File: src/rtl/collatz_pkg.sv
// Shared definitions for the collatz range-sweep controller: default widths,
// watchdog limit and FSM state encoding.
package collatz_pkg;

    localparam int unsigned DefaultWidth   = 32;
    localparam int unsigned DefaultTimeout = 65536;

    typedef enum logic [2:0] {
        StIdle   = 3'd0,
        StKrst   = 3'd1,
        StKstart = 3'd2,
        StWait   = 3'd3,
        StAcc    = 3'd4,
        StDone   = 3'd5
    } state_e;

endpackage

File: src/rtl/collatz_sweep_best.sv
// Running-best tracker: keeps the largest step count seen and the first n that
// produced it; strict compare so ties keep the earlier (smaller) n.
module collatz_sweep_best
    import collatz_pkg::*;
#(
    parameter int unsigned W = DefaultWidth
) (
    input  logic         clk,
    input  logic         rst_n,
    input  logic         clr,
    input  logic         upd,
    input  logic [W-1:0] cand_n,
    input  logic [W-1:0] cand_steps,
    output logic [W-1:0] max_steps,
    output logic [W-1:0] argmax
);

    logic [W-1:0] max_q, max_d;
    logic [W-1:0] argmax_q, argmax_d;

    always_comb begin
        max_d    = max_q;
        argmax_d = argmax_q;
        if (clr) begin
            max_d    = '0;
            argmax_d = '0;
        end else if (upd && (cand_steps > max_q)) begin
            max_d    = cand_steps;
            argmax_d = cand_n;
        end
    end

    always_ff @(posedge clk) begin
        if (!rst_n) begin
            max_q    <= '0;
            argmax_q <= '0;
        end else begin
            max_q    <= max_d;
            argmax_q <= argmax_d;
        end
    end

    assign max_steps = max_q;
    assign argmax    = argmax_q;

endmodule

File: src/rtl/collatz_sweep.sv
// Range-sweep controller feeding one external collatz kernel n_lo..n_hi.
// Optional per-item watchdog enabled by defining COLLATZ_SWEEP_TIMEOUT_EN.
module collatz_sweep
    import collatz_pkg::*;
#(
    parameter int unsigned W              = DefaultWidth,
    parameter int unsigned TIMEOUT_CYCLES = DefaultTimeout
) (
    input  logic         clk,
    input  logic         rst_n,
    input  logic         start,
    input  logic [W-1:0] n_lo,
    input  logic [W-1:0] n_hi,
    output logic         busy,
    output logic         finish,
    output logic [W-1:0] ret_max_steps,
    output logic [W-1:0] ret_argmax,
    output logic [W-1:0] ret_count,
    output logic [W-1:0] ret_timeouts,
    output logic         kern_rst_n,
    output logic         kern_start,
    output logic [W-1:0] kern_n,
    input  logic         kern_finish,
    input  logic [W-1:0] kern_ret
);

    state_e       state_q, state_d;
    logic [W-1:0] n_hi_q, n_hi_d;
    logic [W-1:0] cur_n_q, cur_n_d;
    logic [W-1:0] kern_n_q, kern_n_d;
    logic [W-1:0] ret_q, ret_d;
    logic [W-1:0] count_q, count_d;
    logic         busy_q, busy_d;
    logic         finish_q, finish_d;
    logic         timed_out_q, timed_out_d;
    logic         best_clr, best_upd;

`ifdef COLLATZ_SWEEP_TIMEOUT_EN
    logic [W-1:0] wdog_q, wdog_d;
    logic [W-1:0] timeouts_q, timeouts_d;
`endif

    always_comb begin
        state_d     = state_q;
        n_hi_d      = n_hi_q;
        cur_n_d     = cur_n_q;
        kern_n_d    = kern_n_q;
        ret_d       = ret_q;
        count_d     = count_q;
        busy_d      = busy_q;
        finish_d    = finish_q;
        timed_out_d = timed_out_q;
        best_clr    = 1'b0;
        best_upd    = 1'b0;
`ifdef COLLATZ_SWEEP_TIMEOUT_EN
        wdog_d      = wdog_q;
        timeouts_d  = timeouts_q;
`endif
        unique case (state_q)
            StIdle, StDone: begin
                // busy still set in DONE only after an empty-range start
                if ((state_q == StDone) && busy_q) begin
                    busy_d   = 1'b0;
                    finish_d = 1'b1;
                end else if (start) begin
                    n_hi_d   = n_hi;
                    cur_n_d  = n_lo;
                    count_d  = '0;
                    busy_d   = 1'b1;
                    finish_d = 1'b0;
                    best_clr = 1'b1;
`ifdef COLLATZ_SWEEP_TIMEOUT_EN
                    timeouts_d = '0;
`endif
                    state_d  = (n_lo > n_hi) ? StDone : StKrst;
                end
            end
            StKrst: begin
                kern_n_d = cur_n_q;
                state_d  = StKstart;
            end
            StKstart: begin
`ifdef COLLATZ_SWEEP_TIMEOUT_EN
                wdog_d = '0;
`endif
                state_d = StWait;
            end
            StWait: begin
                if (kern_finish == 1'b1) begin
                    ret_d       = kern_ret;
                    timed_out_d = 1'b0;
                    state_d     = StAcc;
                end
`ifdef COLLATZ_SWEEP_TIMEOUT_EN
                else if (wdog_q == W'(TIMEOUT_CYCLES - 1)) begin
                    timed_out_d = 1'b1;
                    state_d     = StAcc;
                end else begin
                    wdog_d = wdog_q + W'(1);
                end
`endif
            end
            StAcc: begin
                best_upd = !timed_out_q;
                count_d  = count_q + W'(1);
`ifdef COLLATZ_SWEEP_TIMEOUT_EN
                if (timed_out_q) timeouts_d = timeouts_q + W'(1);
`endif
                // equality test before increment so n_hi = all-ones never wraps
                if (cur_n_q == n_hi_q) begin
                    busy_d   = 1'b0;
                    finish_d = 1'b1;
                    state_d  = StDone;
                end else begin
                    cur_n_d = cur_n_q + W'(1);
                    state_d = StKrst;
                end
            end
            default: state_d = StIdle;
        endcase
    end

    always_ff @(posedge clk) begin
        if (!rst_n) begin
            state_q     <= StIdle;
            n_hi_q      <= '0;
            cur_n_q     <= '0;
            kern_n_q    <= '0;
            ret_q       <= '0;
            count_q     <= '0;
            busy_q      <= 1'b0;
            finish_q    <= 1'b0;
            timed_out_q <= 1'b0;
        end else begin
            state_q     <= state_d;
            n_hi_q      <= n_hi_d;
            cur_n_q     <= cur_n_d;
            kern_n_q    <= kern_n_d;
            ret_q       <= ret_d;
            count_q     <= count_d;
            busy_q      <= busy_d;
            finish_q    <= finish_d;
            timed_out_q <= timed_out_d;
        end
    end

`ifdef COLLATZ_SWEEP_TIMEOUT_EN
    always_ff @(posedge clk) begin
        if (!rst_n) begin
            wdog_q     <= '0;
            timeouts_q <= '0;
        end else begin
            wdog_q     <= wdog_d;
            timeouts_q <= timeouts_d;
        end
    end
    assign ret_timeouts = timeouts_q;
`else
    assign ret_timeouts = '0;
`endif

    collatz_sweep_best #(
        .W (W)
    ) u_best (
        .clk        (clk),
        .rst_n      (rst_n),
        .clr        (best_clr),
        .upd        (best_upd),
        .cand_n     (cur_n_q),
        .cand_steps (ret_q),
        .max_steps  (ret_max_steps),
        .argmax     (ret_argmax)
    );

    assign busy       = busy_q;
    assign finish     = finish_q;
    assign ret_count  = count_q;
    assign kern_n     = kern_n_q;
    assign kern_rst_n = rst_n && (state_q != StKrst);
    assign kern_start = rst_n && (state_q == StKstart);

endmodule
File: config.mk
export PLATFORM = sky130hd
export DESIGN_NAME = collatz_sweep
export DESIGN_NICKNAME = d
export VERILOG_FILES = /design/src/rtl/collatz_pkg.sv /design/src/rtl/collatz_sweep_best.sv /design/src/rtl/collatz_sweep.sv
export SDC_FILE = /design/constraint.sdc
export NUM_CORES = 1
export LEC_CHECK = 0
export CAP_MARGIN = 20
export CORE_UTILIZATION = 35
export CTS_CLUSTER_SIZE = 30
export DETAILED_ROUTE_END_ITERATION = 7
export DONT_BUFFER_PORTS = 1
export HOLD_SLACK_MARGIN = 0.02
export PLACE_DENSITY_LB_ADDON = 0.3
export SYNTH_ARGS = -nofsm -noshare
export SYNTH_HDL_FRONTEND = slang
export SYNTH_HIERARCHICAL = 1
export SYNTH_SLANG_ARGS = --single-unit
File: constraint.sdc
create_clock -name clk -period 5.7 [get_ports clk]
set_input_delay 0.285 -clock clk [delete_from_list [all_inputs] [get_ports clk]]
set_output_delay 0.285 -clock clk [all_outputs]
set_load 0.005 [all_outputs]
# --- Yosys cells after proc, flatten, opt, wreduce, memory -nomap -nowiden ---
# Cells that the tools add are included.
classes:
  add_sub_neg: 2
  mul: 0
  div: 0
  order_cmp: 2
  eq_ne: 13
  shifts: 0
  n_mux: 25
  n_bitwise: 2
  reduce_logical: 14
op_table:
  columns: ["operator", "count"]
  rows:
  - ["$mux 32", 5]
  - ["$pmux 32 s2", 2]
  - ["$add 32x1->32 const B", 2]
  - ["$gt 32x32->1", 2]
  - ["$eq 32x32->1", 1]
  - ["$mux 3", 5]
  - ["$pmux 3 s5", 1]
  - ["$reduce_and 3->1", 4]
  - ["$mux 1", 10]
  - ["$ne 2x2->1 const B", 5]
  - ["$eq 3x2->1 const B", 2]
  - ["$eq 3x3->1 const B", 2]
  - ["$logic_and 1x1->1", 4]
  - ["$pmux 1 s2", 2]
  - ["$reduce_and 4->1", 1]
  - ["$reduce_or 2->1", 2]
  - ["$eq 3x1->1 const B", 1]
  - ["$logic_not 3->1", 1]
  - ["$ne 3x1->1 const B", 1]
  - ["$ne 3x3->1 const B", 1]
  - ["$not 1->1", 2]
  - ["$reduce_and 2->1", 1]
  - ["$reduce_bool 2->1", 1]
totals:
  register_bits: 229
  latchBits: 0
  ram_bits: 0
  rom_bits: 0
  inputBits: 100
  output_inout_bits: 164
  elab_cells: 68
  memories: 0

# --- Logic depth before layout (Yosys ltp) ---
depth:
  depth_word: 5
  depth_mapped: 11
  ltp_nobuf: 8

# --- Hierarchy ---
# Netlist, hierarchy kept.
by_module_without_submodules:
  columns: ["module", "instances", "cells_each", "area_per_inst_um2", "seq_area_each_um2"]
  rows:
  - ["collatz_sweep", 1, 1106, 8503.2, 3303.2]
  - ["collatz_sweep_best", 1, 396, 3369.5, 1281.2]

# --- Worst setup path before layout ---
# No wires, ideal clock.
synth_timing:
  path_kind: "reg2reg"
  startpoint: "register busy_q (netlist: busy)"
  endpoint: "register count_q[28] (netlist: ret_count[28])"
  setup_ps: 71
  t_arrival_ps: 2259
  required_time_ps: 5629
  path_slack_ps: 3370
  path_stages_with_launch: 8
  n_path_buf: 1
  period_less_slack_ps: 2330
  path_cell_list: "dfxtp_1 and2b_1 o21ai_2 a2111o_1 or4_1 buf_2 or3_1 a21oi_1"
synth_between:
  elab_chain_len: 3
synth_rtl:
  columns: ["element", "line", "rtl"]
  rows:
  - ["start: declaration", "collatz_sweep.sv:33", "logic busy_q, busy_d;"]
  - ["start signal: assignment", "collatz_sweep.sv:141", "busy_q <= busy_d;"]
  - ["$logic_and 1x1->1", "collatz_sweep.sv:62", "if ((state_q == StDone) && busy_q) begin"]
  - ["$ne 2x2->1 (no line)", null, null]
  - ["$reduce_and 3->1 (no line)", null, null]
  - ["end signal: assignment", "collatz_sweep.sv:140", "count_q <= count_d;"]
  - ["end: declaration", "collatz_sweep.sv:32", "logic [W-1:0] count_q, count_d;"]
# Every way passes these cells.
# A chain may end at the register's enable or synchronous reset.

# --- Worst setup path after layout ---
layout_timing:
  startpoint: "register cur_n_q[25]"
  endpoint: "register cur_n_q[6]"
layout_between:
  elab_chain_len: 3
layout_rtl:
  columns: ["element", "line", "rtl"]
  rows:
  - ["start: declaration", "collatz_sweep.sv:29", "logic [W-1:0] cur_n_q, cur_n_d;"]
  - ["start signal: assignment", "collatz_sweep.sv:137", "cur_n_q <= cur_n_d;"]
  - ["$eq 32x32->1", "collatz_sweep.sv:110", "if (cur_n_q == n_hi_q) begin"]
  - ["$ne 2x2->1 (no line)", null, null]
  - ["$reduce_and 4->1 (no line)", null, null]
# Every way passes these cells.

==> summary.md <==
| Metric | Value |
|---|---|
| Detailed-router iteration count before antenna repair | 5 |
| Final antenna-violating net count | 0 |
| HPWL after detailed placement | 25600 um |
| Placer congestion estimate | 0.874 |
| Routed vias/inst | ~5.3 |
| Post-layout minimum cycle time | 3.41 ns |
| Post-Route Utilization | between 40% and 50% |
| Via count of the routed design | 10600 |
| Pin count of the biggest net entering global routing | 98 |
| Ports placed on the boundary | between 200 and 300 |
| Cell at the root of the clock tree | sky130_fd_sc_hd__clkbuf_16 |
| Class of the most critical setup path | flip-flop to flip-flop |
| CTS tree | built |
| Number of clock buffers inserted by TritonCTS | 27 |
| Switching portion of total power | 31.0% |
| Maximum vdd drop | 0.000201 V |
| Antenna violations before repair | 0 |
| Number of placement rows | 67 |
| Gr ovfl total | 0 |
| Design internal power | around 3.0 mW |
| Smallest hold slack | 0.0434 ns |
| Detailed-route wire length per cell | 18.7 um |
| Outcome | completed |
| Share of total power in sequential cells | ~42% |
| Clock Power Share | roughly two fifths |
| Xor/xnor share of the synthesized area | 3.76% |
| Power per unit of standard cell area | 317 nW/um^2 |
| Psw | 1.36 mW |
| Worst-skew pair later-pin latency | 0.54 ns |
| Synth top area share | 38.6% |
| Worst min-delay path class | input port to flip-flop |
| Number of nets in the finished design | 1703 |
| RSZ-0062 raised after global routing | no |
| Simple-gate portion of the synthesized area | between 20% and 30% |
| Data arrival time at the worst-slack endpoint | approximately 3.9 ns |
| Clock transition at the register clock pins on the worst setup and hold paths after CTS | 0.06 ns |
| Fraction of the yosys area taken by sequential cells | 38.6% |
| Post-synthesis mux area share | 5.48% |
| Area added between synthesis and finish | 16.8% |
| Post-synth top area cell | sky130_fd_sc_hd__dfxtp_1 |
| Crit. End Element | flip-flop |
| Number of diodes added for antenna fixing | 0 |
| Post-route design area | approximately 14000 sq um |
| Dominant combinational cell family by area after synthesis | simple AND/OR/NAND/NOR gates |
| Period Utilization, post-route | 59.8% |
| Area enclosed by the die boundary | 34700 sq um |
| Async set-reset flop share out of synthesis | 0% |
| Req. time, crit path | 6.18 ns |
| Cell with the biggest individual delay on the critical path | sky130_fd_sc_hd__o21ai_1 |
| Synthesized area | 11900 sq um |
| Clk sink count | 229 |
| Via count of the first global-routing pass | 9787 |
| Highest Clock Rate | about 0.3 GHz |
| Count of maximum capacitance violations | 0 |
| Longest individual stage delay on the worst path | 0.90 ns |
| Mean area per synthesized cell | 7.90 sq um |
| Final setup TNS | 0 ns |
| EDFF count, synth | 0 |
| Height of the die | ~190 um |
| Initial DRC Count | 870 |
| Instance count of the mapped netlist | 1502 |
| Number of hold-slack violations in the final timing report | 0 |
| Ys flop type | sky130_fd_sc_hd__dfxtp_1 |
| Leak | 4.92 nW |
| Post-synth cell types | 67 |
| Rel. slew slack | 21.7% |
| Wire length reported by the detailed router | 37400 um |
| Width of the die | 186 um |
| CTS H-tree lvls | 1 |
| Number of gates given a new drive strength after cts | 0 |
| Number of setup violations in the final report | 0 |
| Initial standard-cell utilization of the core | 35.5% |
| Worst path cell trace | xnor2_1 > nand4_1 > nor4_1 > nand2_1 > o21ai_1 > o221a_2 |
| Synth Register Bits | 229 |
| All-layer global routing usage | 20.8% |
| Compound-Gate Fraction of Synth Area | 15.3% |
| Adder-Cell Fraction of Synth Area | 6.96% |
| First-pass GRT wire length | about 56000 um |
| Yosys warning total | 6 |
| DRC viols | 0 |
| Maximum count of clock buffers along a single path | 3 |
| Combinational power share | between 15 and 20% |
| Layout cell share with drive strength beyond 1 | 4.88% |
| Leading post-synthesis cells by cell area | sky130_fd_sc_hd__dfxtp_1 39%, sky130_fd_sc_hd__nand2_1 12%, sky130_fd_sc_hd__ha_1 7.0% |
| Count of buffers from port buffering | 0 |
| Post-route clock skew | 0.00793 ns |
| Type of element launching the critical path | flip-flop |
| Post-DP Area | 12100 sq um |
| Worst-Margin Slew | roughly 1.2 ns |
| Final Max Slew Viols | 0 |
| Critical Path Fanout Max | 21 |
| Area of the placeable core | roughly 33000 sq um |
layer usage:
layer	wire length (um)	global-route usage, %	vias to the layer above	share of wire (%)
met3	3950	6.39	47	11
met4	842	6.46	0	2.3
met2	16700	33.0	387	45
met5	0	0	-	0
met1	16000	26.7	5043	43
li1	-	-	5160	-
cell type report:
cell class | count | area (sq um)
inverters | 79 | 298
clock inverters | 13 | 163
well taps | 448 | 561
clock buffers | 35 | 726
repair buffers | 106 | 1060
fillers | 3388 | 19600
flip-flops and latches | 229 | 4580
multi-input cells | 1094 | 6470
worst max-delay path: cells and delay by family (launching register included):
| family | cells | cell delay, ns |
|---|---|---|
| and+or+nand+nor | 3 | 1.36 |
| xor gates and xnor gates | 1 | 0.23 |
| DFF | 1 | 0.53 |
| AOI/OAI and AO/OA | 2 | 1.22 |
stage by stage:
| stage | power (mW) | std cells | worst slack, ns |
|---|---|---|---|
| 6_report | 4.39 | 2004 | 2.29 |
| 3_5_place_dp | 2.60 | 1866 | 2.40 |
| 4_1_cts | 4.42 | 2003 | 2.38 |
| 5_1_grt | 4.57 | 2004 | 2.12 |
| 2_1_floorplan | 2.38 | 1533 | 3.37 |
| 3_3_place_gp | 2.58 | 1865 | 2.45 |
state kept, by name, indices dropped and copies added, names as in the netlist:
name and flops:
cur_n_q 32, kern_n 32, n_hi_q 32, ret_count 32, ret_q 32, u_best/argmax 32
u_best/max_steps 32, state_q 3, busy 1, finish 1
cell usage after synthesis (all sizes together), types with 13 or more instances:
cell	instances
a211oi	15
a21oi	140
and3	15
buf	52
clkbuf	79
dfxtp	229
ha	66
inv	78
mux2i	65
nand2	386
nand3	31
nand4	43
nor2	47
nor3	14
nor4	13
o21ai	39
or3	16
xnor2	42
power by group through the flow:
stage,registers (mW),logic [mW],clock network [mW]
floorplan,1.81,0.575,0
CTS,1.86,0.770,1.79
detailed placement,1.89,0.707,0
global placement,1.89,0.691,0
finish,1.86,0.781,1.75
global route,1.87,0.847,1.85
cell families after synthesis:
logic type | count (synthesis)
AO/OA/AOI/OAI | 287
XOR/XNOR | 51
adder cells (fa/ha/maj) | 66
buffers and inverters | 210
flip-flops | 229
multiplexers | 65
other | 1
AND/OR/NAND/NOR | 593
layout by cell type, fill, tap and decap left out, types with 6 or more instances in the layout:
cell and n:
sky130_fd_sc_hd__a211oi_1 15, sky130_fd_sc_hd__clkbuf_16 27, sky130_fd_sc_hd__mux2i_1 65, sky130_fd_sc_hd__o21ai_0 35
sky130_fd_sc_hd__a311oi_1 8, sky130_fd_sc_hd__a21oi_1 139, sky130_fd_sc_hd__inv_1 77, sky130_fd_sc_hd__and3_1 15
sky130_fd_sc_hd__nor2_1 46, sky130_fd_sc_hd__or3_1 16, sky130_fd_sc_hd__nor3_1 13, sky130_fd_sc_hd__nand2_1 386
sky130_fd_sc_hd__xnor2_1 42, sky130_fd_sc_hd__dlygate4sd3_1 88, sky130_fd_sc_hd__o22ai_1 10, sky130_fd_sc_hd__clkbuf_1 6
sky130_fd_sc_hd__nand3_1 31, sky130_fd_sc_hd__nor2b_1 8, sky130_fd_sc_hd__conb_1 32, sky130_fd_sc_hd__a31oi_1 6
sky130_fd_sc_hd__dfxtp_1 229, sky130_fd_sc_hd__o221a_2 6, sky130_fd_sc_hd__nor4_1 12, sky130_fd_sc_hd__ha_1 66
sky130_fd_sc_hd__nand4_1 43, sky130_fd_sc_hd__xor2_1 9, sky130_fd_sc_hd__buf_4 15
path summary, 6_finish.rpt:
| path | from | endpoint | slack (ns) | depth (start not counted) |
|---|---|---|---|---|
| worst min register to register | n_hi_q[9] | n_hi_q[9] | 0.47 | 2 |
| worst max-delay path | cur_n_q[25] | cur_n_q[6] | 2.29 | 6 |
| worst min-delay path | n_lo[13] | cur_n_q[13] | 0.04 | 3 |
| worst max register to register | cur_n_q[25] | cur_n_q[6] | 2.29 | 6 |
repair_timing:
item / CTS / global route
hold buffers: 89 / 0
buffers inserted: 0 / 0
endpoints found under the hold margin: 106 / 0
Power figures use the tool's default switching activity.
